### src/rtl/fifo_pkg.sv
// Shared sizing for the async FIFO write path: default widths and the
// helpers that derive the beat-to-word packing ratio.
package fifo_pkg;
  localparam int FIFO_DW = 16;
  localparam int FIFO_AW = 8;

  function automatic int ratio_f(input int dw, input int iw);
    return dw / iw;
  endfunction

  function automatic int lw_f(input int dw, input int iw);
    return $clog2(dw / iw);
  endfunction

  // Packing only works on whole lanes and a lane index that wraps naturally.
  function automatic bit ratio_ok(input int dw, input int iw);
    int r;
    r = dw / iw;
    return (dw % iw == 0) && (r >= 2) && ((r & (r - 1)) == 0);
  endfunction
endpackage

### src/rtl/fifo_wr_packer_if.sv
// Narrow upstream beat stream plus the FIFO write port seen by the packer.
interface fifo_wr_packer_if import fifo_pkg::*; #(
  parameter int DW = FIFO_DW,
  parameter int IW = 8
);
  logic          in_valid;
  logic          in_ready;
  logic [IW-1:0] in_data;
  logic          in_last;
  logic          wfull;
  logic          winc;
  logic [DW-1:0] wdata;

  modport master (output in_valid, in_data, in_last, wfull,
                  input  in_ready, winc, wdata);
  modport slave  (input  in_valid, in_data, in_last, wfull,
                  output in_ready, winc, wdata);
endinterface

### src/rtl/fifo_lane_acc.sv
// Little-endian lane accumulator: collects IW-bit beats into a DW-bit word,
// zero-padding the unfilled upper lanes when a packet ends early.
module fifo_lane_acc import fifo_pkg::*; #(
  parameter int DW = FIFO_DW,
  parameter int IW = 8,
  localparam int RATIO = ratio_f(DW, IW),
  localparam int LW = lw_f(DW, IW)
) (
  input  logic          clk,
  input  logic          rst_n,
  input  logic          accept,
  input  logic [IW-1:0] data,
  input  logic          last,
  output logic          word_done,
  output logic [DW-1:0] word,
  output logic [LW-1:0] lane
);
  logic [DW-1:0] acc;

  assign word_done = accept && ((lane == LW'(RATIO - 1)) || last);

  // Lanes below the current one come from acc, the current lane from the beat,
  // everything above is forced to zero.
  always_comb begin
    word = '0;
    for (int k = 0; k < RATIO; k++) begin
      if (k < int'(lane))
        word[k*IW +: IW] = acc[k*IW +: IW];
      else if (k == int'(lane))
        word[k*IW +: IW] = data;
    end
  end

  always_ff @(posedge clk or negedge rst_n) begin
    if (!rst_n) begin
      acc  <= '0;
      lane <= '0;
    end else if (accept) begin
      if (word_done) begin
        acc  <= '0;
        lane <= '0;
      end else begin
        acc  <= word;
        lane <= lane + LW'(1);
      end
    end
  end
endmodule

### src/rtl/fifo_wr_packer.sv
// Write-clock-domain packer: narrow beats in, one FIFO word per RATIO beats
// (or per packet end) out, with a single holding register absorbing wfull.
module fifo_wr_packer import fifo_pkg::*; #(
  parameter int DW = FIFO_DW,
  parameter int IW = 8,
  parameter int CW = 16
) (
  input  logic                 clk,
  input  logic                 rst_n,
  fifo_wr_packer_if.slave      bus,
  output logic [CW-1:0]        word_cnt,
  output logic                 busy
);
  localparam int LW = lw_f(DW, IW);

  if (!ratio_ok(DW, IW)) begin : g_bad_ratio
    $error("fifo_wr_packer: DW/IW must be an integer power of two >= 2");
  end

  logic          accept;
  logic          word_done;
  logic [DW-1:0] word;
  logic [LW-1:0] lane;
  logic [DW-1:0] out_reg;
  logic          out_valid;

  // A held word can only be blocked by wfull, and then no beat is accepted,
  // so a completing beat always finds the holding register free or draining.
  assign bus.in_ready = !out_valid || !bus.wfull;
  assign accept       = bus.in_valid && bus.in_ready;
  assign bus.winc     = out_valid && !bus.wfull;
  assign bus.wdata    = out_reg;
  assign busy         = out_valid || (lane != '0);

  fifo_lane_acc #(.DW(DW), .IW(IW)) u_lane_acc (
    .clk       (clk),
    .rst_n     (rst_n),
    .accept    (accept),
    .data      (bus.in_data),
    .last      (bus.in_last),
    .word_done (word_done),
    .word      (word),
    .lane      (lane)
  );

  always_ff @(posedge clk or negedge rst_n) begin
    if (!rst_n) begin
      out_reg   <= '0;
      out_valid <= 1'b0;
      word_cnt  <= '0;
    end else begin
      if (word_done) begin
        out_reg   <= word;
        out_valid <= 1'b1;
      end else if (bus.winc) begin
        out_valid <= 1'b0;
      end
      if (bus.winc && (word_cnt != '1))
        word_cnt <= word_cnt + CW'(1);
    end
  end
endmodule

### src/flat_wrapper.sv
// flat-port wrapper written by rule: the top's interface ports become plain ports
module fifo_wr_packer_flat import fifo_pkg::*;
#(
  parameter int DW = FIFO_DW,
  parameter int IW = 8,
  parameter int CW = 16
)
  (clk, rst_n, word_cnt, busy, bus_in_valid, bus_in_data, bus_in_last, bus_wfull, bus_in_ready, bus_winc, bus_wdata);
  fifo_wr_packer_if #(.DW(DW), .IW(IW)) bus_i ();
  input  logic clk;
  input  logic rst_n;
  output logic [CW-1:0] word_cnt;
  output logic busy;
  input wire logic [$bits(bus_i.in_valid)-1:0] bus_in_valid;
  input wire logic [$bits(bus_i.in_data)-1:0] bus_in_data;
  input wire logic [$bits(bus_i.in_last)-1:0] bus_in_last;
  input wire logic [$bits(bus_i.wfull)-1:0] bus_wfull;
  output wire logic [$bits(bus_i.in_ready)-1:0] bus_in_ready;
  output wire logic [$bits(bus_i.winc)-1:0] bus_winc;
  output wire logic [$bits(bus_i.wdata)-1:0] bus_wdata;
  assign bus_i.in_valid = bus_in_valid;
  assign bus_i.in_data = bus_in_data;
  assign bus_i.in_last = bus_in_last;
  assign bus_i.wfull = bus_wfull;
  assign bus_in_ready = bus_i.in_ready;
  assign bus_winc = bus_i.winc;
  assign bus_wdata = bus_i.wdata;
  fifo_wr_packer #(.DW(DW), .IW(IW), .CW(CW)) u_core (.clk(clk), .rst_n(rst_n), .bus(bus_i), .word_cnt(word_cnt), .busy(busy));
endmodule
### config.mk
export PLATFORM = sky130hd
export DESIGN_NAME = fifo_wr_packer_flat
export DESIGN_NICKNAME = d
export VERILOG_FILES = /design/src/rtl/fifo_pkg.sv /design/src/rtl/fifo_wr_packer_if.sv /design/src/rtl/fifo_lane_acc.sv /design/src/rtl/fifo_wr_packer.sv /design/src/flat_wrapper.sv
export SDC_FILE = /design/constraint.sdc
export NUM_CORES = 1
export LEC_CHECK = 0
export CAP_MARGIN = 20
export CORE_MARGIN = 2
export CORE_UTILIZATION = 40
export CTS_CLUSTER_DIAMETER = 30
export DETAILED_ROUTE_END_ITERATION = 12
export HOLD_SLACK_MARGIN = 0.02
export PLACE_DENSITY_LB_ADDON = 0.12
export RECOVER_POWER = 100
export SLEW_MARGIN = 20
export SYNTH_ARGS = -nofsm -noshare
export SYNTH_HDL_FRONTEND = slang
export SYNTH_SLANG_ARGS = --single-unit
### constraint.sdc
create_clock -name clk -period 2 [get_ports clk]
set_input_delay 0.2 -clock clk [delete_from_list [all_inputs] [get_ports clk]]
set_output_delay 0.2 -clock clk [all_outputs]
set_load 0.005 [all_outputs]
Yosys cells after proc, flatten, opt, wreduce, memory -nomap -nowiden:

Index checks and enable logic that the tools add are counted.

* eq/ne operators: 1
* add/sub/neg operators: 2
* reductions and logical operators: 10
* magnitude comparators: 1
* muxes and demuxes: 7

Operator list (number)
* $mux W8: 4
* $add A16 B1 Y16 const B: 1
* $ne A16 B16 Y1 const B: 1
* $logic_and A1 B1 Y1: 4
* $logic_or A1 B1 Y1: 3
* $mux W1: 3
* $logic_not A1 Y1: 2
* $reduce_bool A2 Y1: 1
* $add A1 B1 Y1 const B: 1
* $lt A1 B1 Y1 const A: 1

* output and inout bits: 35
* word-level logic and storage cells: 26
* bits of input ports: 13
* register bits: 42

Longest topological paths before layout:

* depth after elaboration: 5
* gate-level depth with buffers: 7
* gate-level depth less buffers: 5

Hierarchy:

Synthesis repeated with hierarchy kept, for this count alone.

* cell total of the unflattened synthesis: 171
* area, all modules: 2016.9 um^2

By module, submodules not included
* fifo_wr_packer: times used 1, cells each 113, sequential area each 825.8 um^2, area an instance 1462.7 um^2
* fifo_lane_acc: times used 1, cells each 58, sequential area each 225.2 um^2, area an instance 554.3 um^2

Worst setup path after synthesis:

Ideal clock, no wire load.

* path kind: flip-flop to flip-flop
* from: reg u_core.word_cnt[0]
* to: reg u_core.word_cnt[1]
* arrival: 1.516 ns
* slack: 0.359 ns
* clock period less this slack: 1.641 ns
* buffers on the path: 0
* stages on the path, launching flop included: 6
* required time: 1.875 ns
* setup time: 0.125 ns
* path through: dfrtp_1 ha_1 nand3_1 nor4_4 nor2_2 mux2_4

* cells in the longest elaborated chain, start to end: 2

RTL lines
* from (decl): line fifo_wr_packer.sv:11 `output logic [CW-1:0] word_cnt,`
* from (signal assigned): line fifo_wr_packer.sv:59 `word_cnt <= word_cnt + CW'(1);`
* parallel branches: the longest is 2 deep, another holds $add A16 B1 Y16

Several ways; the timed one is not identified.
A chain may end at the register's enable or synchronous reset.

Worst setup path in the final report:

* from: reg u_core.u_lane_acc.lane
* to: out busy

* cells in the longest elaborated chain, start to end: 1

RTL lines
* from (decl): line fifo_lane_acc.sv:16 `output logic [LW-1:0] lane`
* from (signal assigned): line fifo_lane_acc.sv:44 `lane <= lane + LW'(1);`
* $logic_or A1 B1 Y1: line fifo_wr_packer.sv:33 `assign busy = out_valid || (lane != '0);`
* to (decl): line flat_wrapper.sv:13 `output logic busy;`

No other way between the ends.

==> results.json <==
{
  "start_util_pct": 42.29,
  "cp.required_ps": 1800,
  "h-tree-depth": 2,
  "rr_worst_depth": 6,
  "power_density_mw_per_mm2": 959.8,
  "clk_latency_ps": 290,
  "finalWirelength_um": 3886,
  "max_cap_viol_count": 0,
  "crit_path_start_kind": "flip-flop",
  "holdPathStages": 2,
  "worst_pin_slew_ps": 1016,
  "die-width_um": 72.32,
  "grt_pass1_vias": 1384,
  "route.detailed.drc": 0,
  "period_utilization_post_route_pct": 90.93,
  "multi_input_area_um2": 773.2,
  "antennaDiodeCount": 0,
  "routedWlPerCell_um": 14.18,
  "synth.net_count": 183,
  "max_slew_violation_count": 0,
  "hold_viol": 0,
  "grt_pass1_wl_um": 6651,
  "timing.hold.worst.start": "u_core.u_lane_acc.acc[1]",
  "hold_class": "flip-flop to flip-flop",
  "post-cts-setup-buffers": 0,
  "drtPass1Iterations": 4,
  "synthCells": 169,
  "synth-seq-cells": 42,
  "clk_pin_slew_worst_paths_ps": 80,
  "status": "complete, no violations",
  "detailedPlacementHpwl_um": 2736,
  "cts_made_buffers": 5,
  "gp_congestion": 0.7400,
  "timing.max_slew.rel_slack_pct": 32.26,
  "final_period_minus_worst_setup_slack_ps": 1819,
  "synth.most_common_cell": "dfrtp_1",
  "final-instance-count-excl-fill": 274,
  "mappedNetlistArea_mm2": 0.001867,
  "synth.top_cells.by_area": "dfrtp_1 (56%), nand2_1 (6.2%), xor2_1 (5.2%)",
  "routed_via_density": 5.226,
  "grt_remaining_overflow": 0,
  "seq_area_mm2": 0.001051,
  "cts_tree": "done",
  "drt_first_iter_violations": 78,
  "die_outline_area_mm2": 0.005229,
  "timing.final.setup_violations": 0,
  "area.growth.synth_to_final_pct": 33.38,
  "synth_seq_area_share_pct": 56.30,
  "end_kind": "output port",
  "totalNegativeSetupSlack_ps": 0,
  "setup_slack_of_the_most_critical_reg_to_reg_path_ps": 310,
  "placement_rows": 24,
  "dr_total_vias": 1432,
  "ys.warnings.count": 0,
  "track_usage_pct": 16.45,
  "cts_buffer_depth": 2,
  "vdd.ir_drop.worst_mv": 0.4011,
  "antenna_found_initial": 0,
  "critical_path.max_fanout": 5,
  "critical_path.reg2reg.startpoint": "u_core.word_cnt[0]",
  "grt_setup_unrepaired": "false",
  "coreArea_mm2": 0.004414,
  "chipHeight_um": 72.32,
  "timing.critical_path.arrival_ps": 1620,
  "timing.setup.critical_path_class": "flip-flop to output port",
  "count_of_flip_flops_with_a_built_in_enable_after_synthesis": 0,
  "netlist_top_cells_count": "dfrtp_1 (42), nand2_1 (31), o21ai_0 (17)",
  "leakage_nw": 1.223,
  "worst_hold_path.endpoint": "u_core.u_lane_acc.acc[1]",
  "postSynth.topFlopCell": "dfrtp_1",
  "final.fill_count": 386,
  "async_reset_ff_share_pct": 100.0,
  "critical_path.reg2reg.endpoint": "u_core.word_cnt[15]",
  "drive_gt1_share_pct": 10.36,
  "dpl.cell_count": 265,
  "synthDistinctLibCells": 31,
  "grt_max_degree": 43,
  "ctsResizeCount": 0,
  "io_buffers": 47,
  "setup_skew_after_layout_ps": 8.119,
  "synth.largest_area_cell": "dfrtp_1",
  "fmaxAchievable_ghz": 0.5499,
  "cts_sinks": 42,
  "syn_area_per_cell_um2": 11.05,
  "layout.nets": 235,
  "synth_top_cell_area_share_pct": 56.30,
  "drtAntennaViolNets": 0,
  "ios": 48,
  "clockRootBuffer": "clkbuf_8"
}
==> timing repair <==
item | in CTS | in global routing
hold buffers | 1 | 0
hold endpoints to repair | 42 | 0
endpoints found under the setup margin | 0 | 0
==> worst max-delay path, cell delays in order (launching register included) <==
cell and delay, ps:
dfrtp_1 440, or2_2 310, dlygate4sd3_1 580
==> logic make-up after synthesis <==
kind of cell	share of synthesized area, %
AOI/OAI and AO/OA	9.786
xor gates and xnor gates	6.568
adders and majority gates	0.6701
buffers and inverters	2.144
DFF	56.30
muxes	6.300
and+or+nand+nor	18.23
==> layer usage <==
metal  track usage, %  share of wire [%]
met1            20.96                 42
met2            27.73                 52
met3            4.028                5.1
met4            5.031                1.2
met5                0                  0
==> placed cells by master (no fill, tap or decap), types with 3 or more instances in the layout <==
master	count
dfrtp_1	42
dlygate4sd3_1	36
nand2_1	31
o21ai_0	17
xor2_1	11
clkdlybuf4s50_1	11
a22o_1	8
mux2i_1	8
nor2_1	6
nand4_1	5
nor3_1	5
clkbuf_8	5
and3_1	3
nand3_1	3
xnor2_1	3
buf_4	3
==> area by class of cell <==
cell class | instances | share of cell area, %
clock inverter | 3 | 0.8543
inverter | 1 | 0.1508
sequential | 42 | 42.21
timing repair buffer | 53 | 20.35
multi-input combinational | 118 | 31.06
tap | 52 | 2.613
clock buffer | 5 | 2.764
==> sequential cells by signal, indices dropped and copies added (netlist names) <==
signal	cells
u_core.bus.wdata	16
u_core.out_valid	1
u_core.u_lane_acc.acc	8
u_core.u_lane_acc.lane	1
u_core.word_cnt	16
==> worst max path at each step <==
stage	startpoint	end	slack [ps]	cells after the start
3_5_place_dp	bus_wfull	u_core.word_cnt[9]	120	5
3_3_place_gp	bus_wfull	u_core.word_cnt[13]	160	5
5_1_grt	u_core.u_lane_acc.lane	busy	110	2
4_1_cts	u_core.u_lane_acc.lane	busy	290	2
6_report	u_core.u_lane_acc.lane	busy	180	2
2_1_floorplan	u_core.word_cnt[0]	u_core.word_cnt[1]	360	5
==> metrics by stage <==
| step | hold WS (ps) | instance area [um^2] | power, mW | setup WS [ps] | utilization [%] |
|---|---|---|---|---|---|
| after floorplan | -95.59 | 1867 | 1.485 | 359.3 | - |
| after global placement | 292.1 | 2399 | 1.921 | 164.7 | 54.34 |
| after detailed placement | 305.0 | 2399 | 1.945 | 117.3 | 54.34 |
| after CTS | 493.3 | 2499 | 2.503 | 289.0 | 56.60 |
| after global routing | 513.7 | 2490 | 2.563 | 108.4 | 56.41 |
| final | 487.2 | 2490 | 2.390 | 181.3 | 56.41 |
==> power breakdown <==
group          internal, mW  switching (mW)
clock                 0.245           0.298
combinational         0.398           0.267
sequential             1.03           0.150
total                  1.67           0.716
Power figures use the tool's default switching activity.
